File: config.mk
export PLATFORM = sky130hd
export DESIGN_NAME = ysyx_23060061_axil_master_flat
export DESIGN_NICKNAME = d
export VERILOG_FILES = /design/src/rtl/ysyx_23060061_axil_pkg.sv /design/src/rtl/ysyx_23060061_axil_if.sv /design/src/rtl/ysyx_23060061_axil_master.sv /design/src/flat_wrapper.sv
export SDC_FILE = /design/constraint.sdc
export NUM_CORES = 1
export LEC_CHECK = 0
export ABC_AREA = 1
export CORE_UTILIZATION = 35
export CTS_CLUSTER_DIAMETER = 150
export DETAILED_ROUTE_END_ITERATION = 8
export MAX_ROUTING_LAYER = met4
export PLACE_DENSITY = 0.85
export SYNTH_ARGS = -nofsm -noshare
export SYNTH_HDL_FRONTEND = slang
export SYNTH_SLANG_ARGS = --single-unit
File: constraint.sdc
create_clock -name clk -period 1.4 [get_ports clk]
set_input_delay 0.14 -clock clk [delete_from_list [all_inputs] [get_ports clk]]
set_output_delay 0.14 -clock clk [all_outputs]
set_load 0.02 [all_outputs]
File: src/rtl/ysyx_23060061_axil_pkg.sv
// Shared definitions for the AXI-Lite initiator.
//   RESP_*       AXI response codes carried on rresp/bresp and rsp_resp
//   state_t      transaction state of the initiator
//   *_W_DEF      default address/data widths
package ysyx_23060061_axil_pkg;

  localparam int unsigned ADDR_W_DEF = 32;
  localparam int unsigned DATA_W_DEF = 32;

  localparam logic [1:0] RESP_OKAY   = 2'b00;
  localparam logic [1:0] RESP_EXOKAY = 2'b01;
  localparam logic [1:0] RESP_SLVERR = 2'b10;
  localparam logic [1:0] RESP_DECERR = 2'b11;

  typedef enum logic [2:0] {
    IDLE,
    RD_ADDR,
    RD_DATA,
    WR_REQ,
    WR_RESP,
    RESP
  } state_t;

endpackage

File: src/rtl/ysyx_23060061_axil_if.sv
// AXI-Lite bus bundle between the initiator (master) and a responder (slave).
//   AR/R : araddr, arvalid, arready, rdata, rresp, rvalid, rready
//   AW/W : awaddr, awvalid, awready, wdata, wstrb, wvalid, wready
//   B    : bresp, bvalid, bready
interface ysyx_23060061_axil_if #(
  parameter int unsigned ADDR_W = ysyx_23060061_axil_pkg::ADDR_W_DEF,
  parameter int unsigned DATA_W = ysyx_23060061_axil_pkg::DATA_W_DEF
);

  logic [ADDR_W-1:0]   araddr;
  logic                arvalid;
  logic                arready;
  logic [DATA_W-1:0]   rdata;
  logic [1:0]          rresp;
  logic                rvalid;
  logic                rready;

  logic [ADDR_W-1:0]   awaddr;
  logic                awvalid;
  logic                awready;
  logic [DATA_W-1:0]   wdata;
  logic [DATA_W/8-1:0] wstrb;
  logic                wvalid;
  logic                wready;

  logic [1:0]          bresp;
  logic                bvalid;
  logic                bready;

  modport master (
    output araddr, arvalid, input  arready,
    input  rdata, rresp, rvalid, output rready,
    output awaddr, awvalid, input  awready,
    output wdata, wstrb, wvalid, input  wready,
    input  bresp, bvalid, output bready
  );

  modport slave (
    input  araddr, arvalid, output arready,
    output rdata, rresp, rvalid, input  rready,
    input  awaddr, awvalid, output awready,
    input  wdata, wstrb, wvalid, output wready,
    output bresp, bvalid, input  bready
  );

endinterface

File: src/rtl/ysyx_23060061_axil_master.sv
// AXI-Lite initiator for the core memory path. Takes one load/store request at a
// time, runs it on AR/R or AW/W/B, and returns a single-cycle response pulse.
// Strictly one outstanding transaction.
//   clk, rst     clock, synchronous active-high reset
//   req_*        request handshake (valid/ready) with wen, addr, wdata, wmask
//   rsp_valid    one-cycle completion pulse; rsp_rdata (loads) and rsp_resp
//   axi          AXI-Lite master port
module ysyx_23060061_axil_master
  import ysyx_23060061_axil_pkg::*;
#(
  parameter int unsigned ADDR_W = ADDR_W_DEF,
  parameter int unsigned DATA_W = DATA_W_DEF
) (
  input  logic                clk,
  input  logic                rst,

  input  logic                req_valid,
  output logic                req_ready,
  input  logic                req_wen,
  input  logic [ADDR_W-1:0]   req_addr,
  input  logic [DATA_W-1:0]   req_wdata,
  input  logic [DATA_W/8-1:0] req_wmask,

  output logic                rsp_valid,
  output logic [DATA_W-1:0]   rsp_rdata,
  output logic [1:0]          rsp_resp,

  ysyx_23060061_axil_if.master axi
);

  state_t                state;

  logic [ADDR_W-1:0]     addr_q;
  logic [DATA_W-1:0]     wdata_q;
  logic [DATA_W/8-1:0]   wmask_q;

  logic                  arvalid;
  logic                  rready;
  logic                  awvalid;
  logic                  wvalid;
  logic                  bready;

  // AW and W may complete in either order or together.
  logic                  aw_done;
  logic                  w_done;

  logic                  aw_hs;
  logic                  w_hs;
  logic                  aw_fin;
  logic                  w_fin;

  // Payloads come straight from the request latches, so they stay stable
  // for as long as the corresponding valid is held.
  assign axi.araddr  = addr_q;
  assign axi.arvalid = arvalid;
  assign axi.rready  = rready;
  assign axi.awaddr  = addr_q;
  assign axi.awvalid = awvalid;
  assign axi.wdata   = wdata_q;
  assign axi.wstrb   = wmask_q;
  assign axi.wvalid  = wvalid;
  assign axi.bready  = bready;

  assign aw_hs  = awvalid && axi.awready;
  assign w_hs   = wvalid && axi.wready;
  // Include the handshakes of the current cycle so the finishing cycle
  // already moves on to B.
  assign aw_fin = aw_done || aw_hs;
  assign w_fin  = w_done || w_hs;

  always_ff @(posedge clk) begin
    if (rst) begin
      state     <= IDLE;
      req_ready <= 1'b1;
      rsp_valid <= 1'b0;
      rsp_rdata <= '0;
      rsp_resp  <= '0;
      addr_q    <= '0;
      wdata_q   <= '0;
      wmask_q   <= '0;
      arvalid   <= 1'b0;
      rready    <= 1'b0;
      awvalid   <= 1'b0;
      wvalid    <= 1'b0;
      bready    <= 1'b0;
      aw_done   <= 1'b0;
      w_done    <= 1'b0;
    end else begin
      rsp_valid <= 1'b0;
      unique case (state)
        IDLE: begin
          if (req_valid && req_ready) begin
            addr_q    <= req_addr;
            wdata_q   <= req_wdata;
            wmask_q   <= req_wmask;
            req_ready <= 1'b0;
            if (req_wen) begin
              awvalid <= 1'b1;
              wvalid  <= 1'b1;
              aw_done <= 1'b0;
              w_done  <= 1'b0;
              state   <= WR_REQ;
            end else begin
              arvalid <= 1'b1;
              state   <= RD_ADDR;
            end
          end
        end

        RD_ADDR: begin
          if (axi.arready) begin
            arvalid <= 1'b0;
            rready  <= 1'b1;
            state   <= RD_DATA;
          end
        end

        RD_DATA: begin
          if (axi.rvalid) begin
            rsp_rdata <= axi.rdata;
            rsp_resp  <= axi.rresp;
            rready    <= 1'b0;
            rsp_valid <= 1'b1;
            state     <= RESP;
          end
        end

        WR_REQ: begin
          if (aw_hs) begin
            awvalid <= 1'b0;
            aw_done <= 1'b1;
          end
          if (w_hs) begin
            wvalid <= 1'b0;
            w_done <= 1'b1;
          end
          if (aw_fin && w_fin) begin
            aw_done <= 1'b0;
            w_done  <= 1'b0;
            bready  <= 1'b1;
            state   <= WR_RESP;
          end
        end

        WR_RESP: begin
          if (axi.bvalid) begin
            rsp_resp  <= axi.bresp;
            bready    <= 1'b0;
            rsp_valid <= 1'b1;
            state     <= RESP;
          end
        end

        RESP: begin
          req_ready <= 1'b1;
          state     <= IDLE;
        end

        default: begin
          state     <= IDLE;
          req_ready <= 1'b1;
        end
      endcase
    end
  end

endmodule
File: src/flat_wrapper.sv
// flat-port wrapper written by rule: the top's interface ports become plain ports
module ysyx_23060061_axil_master_flat import ysyx_23060061_axil_pkg::*;
#(
  parameter int unsigned ADDR_W = ADDR_W_DEF,
  parameter int unsigned DATA_W = DATA_W_DEF
)
  (clk, rst, req_valid, req_ready, req_wen, req_addr, req_wdata, req_wmask, rsp_valid, rsp_rdata, rsp_resp, axi_araddr, axi_arvalid, axi_arready, axi_rdata, axi_rresp, axi_rvalid, axi_rready, axi_awaddr, axi_awvalid, axi_awready, axi_wdata, axi_wstrb, axi_wvalid, axi_wready, axi_bresp, axi_bvalid, axi_bready);
  ysyx_23060061_axil_if #(.ADDR_W(ADDR_W), .DATA_W(DATA_W)) axi_i ();
  input  logic clk;
  input  logic rst;
  input  logic req_valid;
  output logic req_ready;
  input  logic req_wen;
  input  logic [ADDR_W-1:0] req_addr;
  input  logic [DATA_W-1:0] req_wdata;
  input  logic [DATA_W/8-1:0] req_wmask;
  output logic rsp_valid;
  output logic [DATA_W-1:0] rsp_rdata;
  output logic [1:0] rsp_resp;
  output wire logic [$bits(axi_i.araddr)-1:0] axi_araddr;
  output wire logic [$bits(axi_i.arvalid)-1:0] axi_arvalid;
  input wire logic [$bits(axi_i.arready)-1:0] axi_arready;
  input wire logic [$bits(axi_i.rdata)-1:0] axi_rdata;
  input wire logic [$bits(axi_i.rresp)-1:0] axi_rresp;
  input wire logic [$bits(axi_i.rvalid)-1:0] axi_rvalid;
  output wire logic [$bits(axi_i.rready)-1:0] axi_rready;
  output wire logic [$bits(axi_i.awaddr)-1:0] axi_awaddr;
  output wire logic [$bits(axi_i.awvalid)-1:0] axi_awvalid;
  input wire logic [$bits(axi_i.awready)-1:0] axi_awready;
  output wire logic [$bits(axi_i.wdata)-1:0] axi_wdata;
  output wire logic [$bits(axi_i.wstrb)-1:0] axi_wstrb;
  output wire logic [$bits(axi_i.wvalid)-1:0] axi_wvalid;
  input wire logic [$bits(axi_i.wready)-1:0] axi_wready;
  input wire logic [$bits(axi_i.bresp)-1:0] axi_bresp;
  input wire logic [$bits(axi_i.bvalid)-1:0] axi_bvalid;
  output wire logic [$bits(axi_i.bready)-1:0] axi_bready;
  assign axi_araddr = axi_i.araddr;
  assign axi_arvalid = axi_i.arvalid;
  assign axi_i.arready = axi_arready;
  assign axi_i.rdata = axi_rdata;
  assign axi_i.rresp = axi_rresp;
  assign axi_i.rvalid = axi_rvalid;
  assign axi_rready = axi_i.rready;
  assign axi_awaddr = axi_i.awaddr;
  assign axi_awvalid = axi_i.awvalid;
  assign axi_i.awready = axi_awready;
  assign axi_wdata = axi_i.wdata;
  assign axi_wstrb = axi_i.wstrb;
  assign axi_wvalid = axi_i.wvalid;
  assign axi_i.wready = axi_wready;
  assign axi_i.bresp = axi_bresp;
  assign axi_i.bvalid = axi_bvalid;
  assign axi_bready = axi_i.bready;
  ysyx_23060061_axil_master #(.ADDR_W(ADDR_W), .DATA_W(DATA_W)) u_core (.clk(clk), .rst(rst), .req_valid(req_valid), .req_ready(req_ready), .req_wen(req_wen), .req_addr(req_addr), .req_wdata(req_wdata), .req_wmask(req_wmask), .rsp_valid(rsp_valid), .rsp_rdata(rsp_rdata), .rsp_resp(rsp_resp), .axi(axi_i));
endmodule
==> summary.md, run 1 <==
| Metric | Value |
|---|---|
| # hold bufs at CTS | 0 |
| Static Leak | ~3.5 nW |
| Largest net degree at the start of global routing | 42 |
| CTS tree | built |
| Maximum VDD drop | ~850 uV |
| Clock slew at reported path FFs | 0.06 ns |
| DIE AREA | around 13,000 um^2 |
| Most frequent cell after synthesis | nand2_1 |
| GRT Util Overall | 0.211 |
| Clock Tree Root | clkbuf_16 |
| Vias in the first global route | ~4,300 |
| Die X | around 120 um |
| Dpl cells | about 950 |
| Gpl congestion | between 0.8 and 0.9 |
| Synth Flop Type | dfxtp_1 |
| Post-synth cell types | 22 |
| Worst setup margin | ~0.027 ns |
| Post-synth top area share | 0.506 |
| Worst-margin pin slew | 0.423 ns |
| # setup viols final | 0 |
| I/O pin total | ~250 |
| Finished Cell Area | just under 8000 um^2 |
| Pre-CTS WS | -0.0652 ns |
| PD cells | between 1500 and 2000 nW/um^2 |
| Seq/Total Area, Yosys | 0.506 |
| Drt pass-1 iters | 4 |
| Final Non-Filler Cells | 992 |
| Critical Path AT | 1.71 ns |
| Die H | 115 um |
| Setup crit start kind | flop |
| Worst hold path type | input port to flop |
| Async SR Flop Fraction | 0 |
| N_diodes | 0 |
| Synth top cells by count | nand2_1 (208), dfxtp_1 (114), a21oi_1 (88) |
| Cells along the critical path | nor2_8 > inv_4 > nor2_4 > nand3_4 > clkinv_8 > clkbuf_16 > nand2_1 > a21oi_2 |
| Port bufs | around 250 |
| CP max stage delay | approximately 0.36 ns |
| CP required | about 1.7 ns |
| Synth area leader | dfxtp_1 |
| Starting DRT DRC Count | roughly 280 |
| Wire per inst | ~15 um |
| Period utilization | 0.981 |
| Syn Std Cell Area | 4510 um^2 |
| Gate Count Post-Synth | 570 |
| Clock buffer depth | 2 |
| Global route overflow | 0 |
| Final core utilization | 0.622 |
| Rows | 41 |
| Via count | 4,563 |
| Syn_nets | between 600 and 700 |
| Clk_skew | roughly 0.008 ns |
| Maxcap violations | 0 |
| Share of layout cells above drive strength 1 | 0.161 |
| Critical path type | flop to flop |
| Routed WL | about 15,000 um |
| Maximum clock rate | 0.728 GHz |
| Hpwl dp | between 9000 and 10,000 um |
| RSZ-0062 raised after global routing | yes |
| Relative slew margins | 0.718 |
| Top cells by area, synth | dfxtp_1 (51%), nand2_1 (17%), a21oi_1 (9.8%) |
| Initial core utilization | 0.359 |
| Clock Sinks | 114 |
| Warnings, synthesis | 0 |
| Slowest CP cell | dfxtp_4 |
| DRC viols | 0 |
| H-Tree Depth | 4 |
| Final Max Tran Viols | 0 |
| Vias per inst | about 4.6 |
| Post-synth EDFFs | 0 |
| Fillers | ~1,100 |
| Initial antenna violation count | 0 |
| Number of synthesized register bits | ~110 |
| Final Power | 14.8 mW |
| Crit end category | flop |
| Layout net count | roughly 900 |
| Later-pin clock latency in the skew report | between 0.4 and 0.5 ns |
| CORE AREA | 12,600 um^2 |
| Final Hold Fails | 0 |
| Cts bufs inserted | 17 |
| Area of placed instances | between 7000 and 8000 um^2 |
| Syn avg cell area | 7.91 um^2 |
| Crit path max fanout | 14 |
| P&R area growth vs syn | 73.5% |
| Global-route wire length before repair | 20,700 um |
| Min Tclk post-route | 1.37 ns |
| Outcome | complete, no violations |
| DRT antenna net count | 0 |
==> routing by layer <==
metal / GRT usage / routed length (um) / vias to the layer above / part of all wire
met5: - / 0 / - / 0
met3: 0.0539 / 965 / 31 / 0.066
met2: 0.362 / 7280 / 182 / 0.50
met4: 0.0996 / 374 / 0 / 0.026
li1: - / - / 2271 / -
met1: 0.228 / 5970 / 2079 / 0.41
==> cells in the final DEF, fill, tap and decap left out, types with 4 or more instances in the layout <==
cell	synthesis	layout
buf_4	35	21
o21ai_0	5	5
inv_1	12	12
nand3_1	12	11
nand2_1	208	204
nor2_1	12	10
clkdlybuf4s50_1	0	111
clkbuf_16	0	21
bufinv_16	0	6
a21oi_2	20	35
buf_12	0	6
dfxtp_1	114	111
dlygate4sd2_1	0	141
a21oi_1	88	73
nand2_2	20	24
clkinv_2	0	4
==> layout make-up <==
class	instances	area, um^2	share of cell area
Clock buffer	21	450	0.0576
Clock inverter	11	208	0.0266
Inverter	14	67.6	0.00864
Multi-Input combinational cell	375	1820	0.233
Sequential cell	114	2290	0.293
Tap cell	172	215	0.0275
Timing Repair Buffer	285	2760	0.353
==> through the flow <==
step                      hold WS (ns)  setup TNS [ns]
after global placement           0.444          -0.158
after floorplan                  0.276               0
after CTS                        0.127         -0.0513
after global routing             0.175          -0.337
final                            0.151               0
after detailed placement         0.449           -1.19
==> where the power goes <==
group	internal, mW	switching (mW)
clock network	3.37	1.46
registers	3.92	0.446
logic	2.38	3.27
==> kinds of logic after synthesis <==
group	share of synthesized area
simple gates	0.240
compound gates	0.148
flops	0.506
buf+inv	0.106
==> critical path, delay by kind of cell, from the launching register on <==
kind,cells,cell delay [ns]
compound gates,1,0.12
flops,1,0.36
simple gates,4,0.45
buf+inv,3,0.37
==> worst paths after layout <==
| path | startpoint | endpoint | slack [ns] | cells past startpoint |
|---|---|---|---|---|
| worst max-delay path | u_core.state[1]$_SDFFE_PP0P_ | u_core.axi.wdata[22]$_SDFFE_PP0P_ | 0.03 | 8 |
| worst min-delay path | rst | u_core.axi.wdata[6]$_SDFFE_PP0P_ | 0.15 | 2 |
| worst max register to register | u_core.state[1]$_SDFFE_PP0P_ | u_core.axi.wdata[22]$_SDFFE_PP0P_ | 0.03 | 8 |
| worst min register to register | u_core.w_done$_SDFFE_PP0P_ | u_core.w_done$_SDFFE_PP0P_ | 0.45 | 2 |
==> flip-flops by register name (all words and copies together), names as in the netlist, 2 cells and up <==
register / flops
u_core.rsp_rdata: 32
u_core.state: 3
u_core.axi.wdata: 32
u_core.rsp_resp: 2
u_core.axi.wstrb: 4
u_core.axi.araddr: 32
==> timing repair <==
item                                    4_1_cts  5_1_grt
cloned                                        1        4
buffers inserted                              0        2
pin swaps                                     1        1
endpoints found under the setup margin      187      102
resized for setup                           146       28
(Power assumes the default switching activity.)
==> inputs of run 2 (changes only) <==
--- a/constraint.sdc
+++ b/constraint.sdc
@@ -3,2 +3,2 @@
 set_output_delay 0.14 -clock clk [all_outputs]
-set_load 0.02 [all_outputs]
+set_load 0.01 [all_outputs]
==> run 2 against run 1 <==
  * Utilization fell by 1.8 points
  * Largest cell class unchanged
  * Global-route usage fell by 1.1 points
  * Routed wire length fell by 5.6%
  * Clock power fell by 15%
  * Cell area fell by 2.9%
  * Combinational power fell by 17%
  * Non-clock buffer count fell by 8
  * First-iteration DRC count fell by 18%
==> summary.md, run 2 (synthesized netlist as in run 1, its figures left out) <==
| Metric | Value |
|---|---|
| PD cells | 1740 nW/um^2 (-8.6%) |
| Global routing's busiest layer | met2 |
| CP bufs+invs | 3 (unchanged) |
| CP required | 1.73 ns (about the same) |
| Later-pin clock latency in the skew report | 0.40 ns (about the same) |
| Starting DRT DRC Count | 228 (-18%) |
| Wire per inst | 14.0 um (-4.9%) |
| Commonest cells after routing, fill and taps aside | nand2_1 (205), dlygate4sd2_1 (140), clkdlybuf4s50_1 (111), dfxtp_1 (110), a21oi_1 (84) |
| M1 GR Usage | 0.214 (-0.0148) |
| Vias in the first global route | 4,169 (-3.6%) |
| Gpl congestion | 0.874 (+2.4%) |
| Initial core utilization | 0.359 (unchanged) |
| Die H | 115 um (unchanged) |
| Clock slew at reported path FFs | 0.05 ns (about the same) |
| Critical path type | flop to flop |
| Most common cell after layout, fill and taps aside | nand2_1 |
| Rows | 41 (unchanged) |
| Layout net count | 912 (-0.87%) |
| Crit path max fanout | 17 (+3) |
| GRT Util Overall | 0.200 (-0.0114) |
| Largest net degree at the start of global routing | 42 (unchanged) |
| Slowest CP cell | dfxtp_2 |
| # hold bufs at CTS | 0 (unchanged) |
| Initial antenna violation count | 0 (unchanged) |
| DRT antenna net count | 0 (unchanged) |
| Cells along the critical path | nor2_8 > inv_2 > nor2_4 > nand3_4 > clkinv_8 > clkbuf_16 > nand2_1 > a21oi_1 |
| Finished Cell Area | 7590 um^2 (-2.9%) |
| Worst-margin pin slew | 0.400 ns (-0.0226 ns) |
| P&R area growth vs syn | 68.4% |
| CTS tree | built |
| Maximum clock rate | 0.753 GHz (+3.4%) |
| Via count | 4,470 (-2.0%) |
| Routed WL | 13,800 um (-5.6%) |
| Hpwl dp | 9560 um (-2.5%) |
| Min Tclk post-route | 1.33 ns (-0.0454 ns) |
| N_diodes | 0 (unchanged) |
| DIE AREA | 13,300 um^2 (unchanged) |
| Final Power | 13.2 mW (-11%) |
| Critical Path AT | 1.66 ns (-0.05 ns) |
| Drt pass-1 iters | 5 (+1) |
| Global-route wire length before repair | 19,700 um (-4.5%) |
| CP max stage delay | 0.35 ns (about the same) |
| DRC viols | 0 (unchanged) |
| Setup crit start kind | flop |
| Final Non-Filler Cells | 984 (-0.81%) |
| Relative slew margins | 0.733 (+0.0151) |
| Maximum VDD drop | 873 uV (+3.0%) |
| Maxcap violations | 0 (unchanged) |
| Cts bufs inserted | 17 (unchanged) |
| Port bufs | 253 (unchanged) |
| CORE AREA | 12,600 um^2 (unchanged) |
| Period utilization | 0.949 (-0.0324) |
| Outcome | complete, no violations |
| Post-CTS Setup Bufs | 0 (unchanged) |
| H-Tree Depth | 4 (unchanged) |
| Area of placed instances | 7080 um^2 (-0.21%) |
| # setup viols final | 0 (unchanged) |
| Static Leak | 3.46 nW (-2.3%) |
| Clock buffer depth | 2 (unchanged) |
| Share of layout cells above drive strength 1 | 0.139 (-0.0218) |
| Dpl cells | 950 (-0.31%) |
| Fillers | 1,151 (+4.1%) |
| Final Max Tran Viols | 0 (unchanged) |
| I/O pin total | 254 (unchanged) |
| Die X | 115 um (unchanged) |
| Vias per inst | 4.54 (-1.2%) |
| Clk_skew | 0.00603 ns (-0.00191 ns) |
| Post-Route Setup TNS | 0 ns (unchanged) |
| Met2 usage | 0.350 (-0.0116) |
| Clock Tree Root | clkbuf_16 |
| Crit path max-delay family | simple AND/OR/NAND/NOR gates |
| Clock Sinks | 114 (unchanged) |
| Final Hold Fails | 0 (unchanged) |
| Crit end category | flop |
| RSZ-0062 raised after global routing | yes |
| Worst hold path type | input port to flop |
| Global route overflow | 0 (unchanged) |
| Met3 Use GR | 0.0513 (-0.00262) |
==> run 2: what timing repair did <==
| action | 4_1_cts | 5_1_grt |
|---|---|---|
| resized for setup | 148 | 14 |
| gates cloned | 0 | 2 |
| endpoints found under the setup margin | 200 | 54 |
| hold endpoints to repair | 0 | 0 |
| pin swaps | 0 | 1 |
==> run 2: final cells by class <==
| type | instances | area, um^2 | area share |
|---|---|---|---|
| well taps | 172 | 215 | 0.0284 |
| clock buffers | 22 | 464 | 0.0612 |
| inverters | 14 | 65.1 | 0.00857 |
| clock inverters | 10 | 109 | 0.0143 |
| repair buffers | 277 | 2670 | 0.352 |
| flip-flops and latches | 114 | 2290 | 0.302 |
| multi-input cells | 375 | 1780 | 0.234 |
==> run 2: metrics by stage <==
step / util / hold WS [ns] / setup slack (ns)
floorplan: - / 0.276 / 0.00151
global placement: 0.563 / 0.445 / -0.0299
detailed placement: 0.563 / 0.448 / -0.0766
CTS: 0.596 / 0.138 / 0.00144
global route: 0.604 / 0.153 / -0.0287
finish: 0.604 / 0.157 / 0.0720
==> run 2: per-layer routing <==
metal  vias to the layer above  wire length (um)
met3                        17               881
met2                       169              6960
met1                      2037              5720
li1                       2247                 -
met5                         -                 0
met4                         0               209
==> run 2: final timing paths <==
| check | start | cells after the start | slack [ns] | end |
|---|---|---|---|---|
| max | u_core.state[1]$_SDFFE_PP0P_ | 8 | 0.07 | u_core.axi.araddr[16]$_SDFFE_PP0P_ |
| min reg2reg | u_core.axi.rready$_SDFFE_PP0P_ | 2 | 0.45 | u_core.axi.rready$_SDFFE_PP0P_ |
| min | rst | 2 | 0.16 | u_core.state[0]$_SDFFE_PP0P_ |
| max reg2reg | u_core.state[1]$_SDFFE_PP0P_ | 8 | 0.07 | u_core.axi.araddr[16]$_SDFFE_PP0P_ |
==> run 2: power breakdown <==
group          leakage [nW]  switching (mW)  internal, mW  total, mW
Sequential            0.930           0.450          3.92       4.37
Clock                 0.280            1.43          2.69       4.12
Combinational          2.25            2.51          2.18       4.68
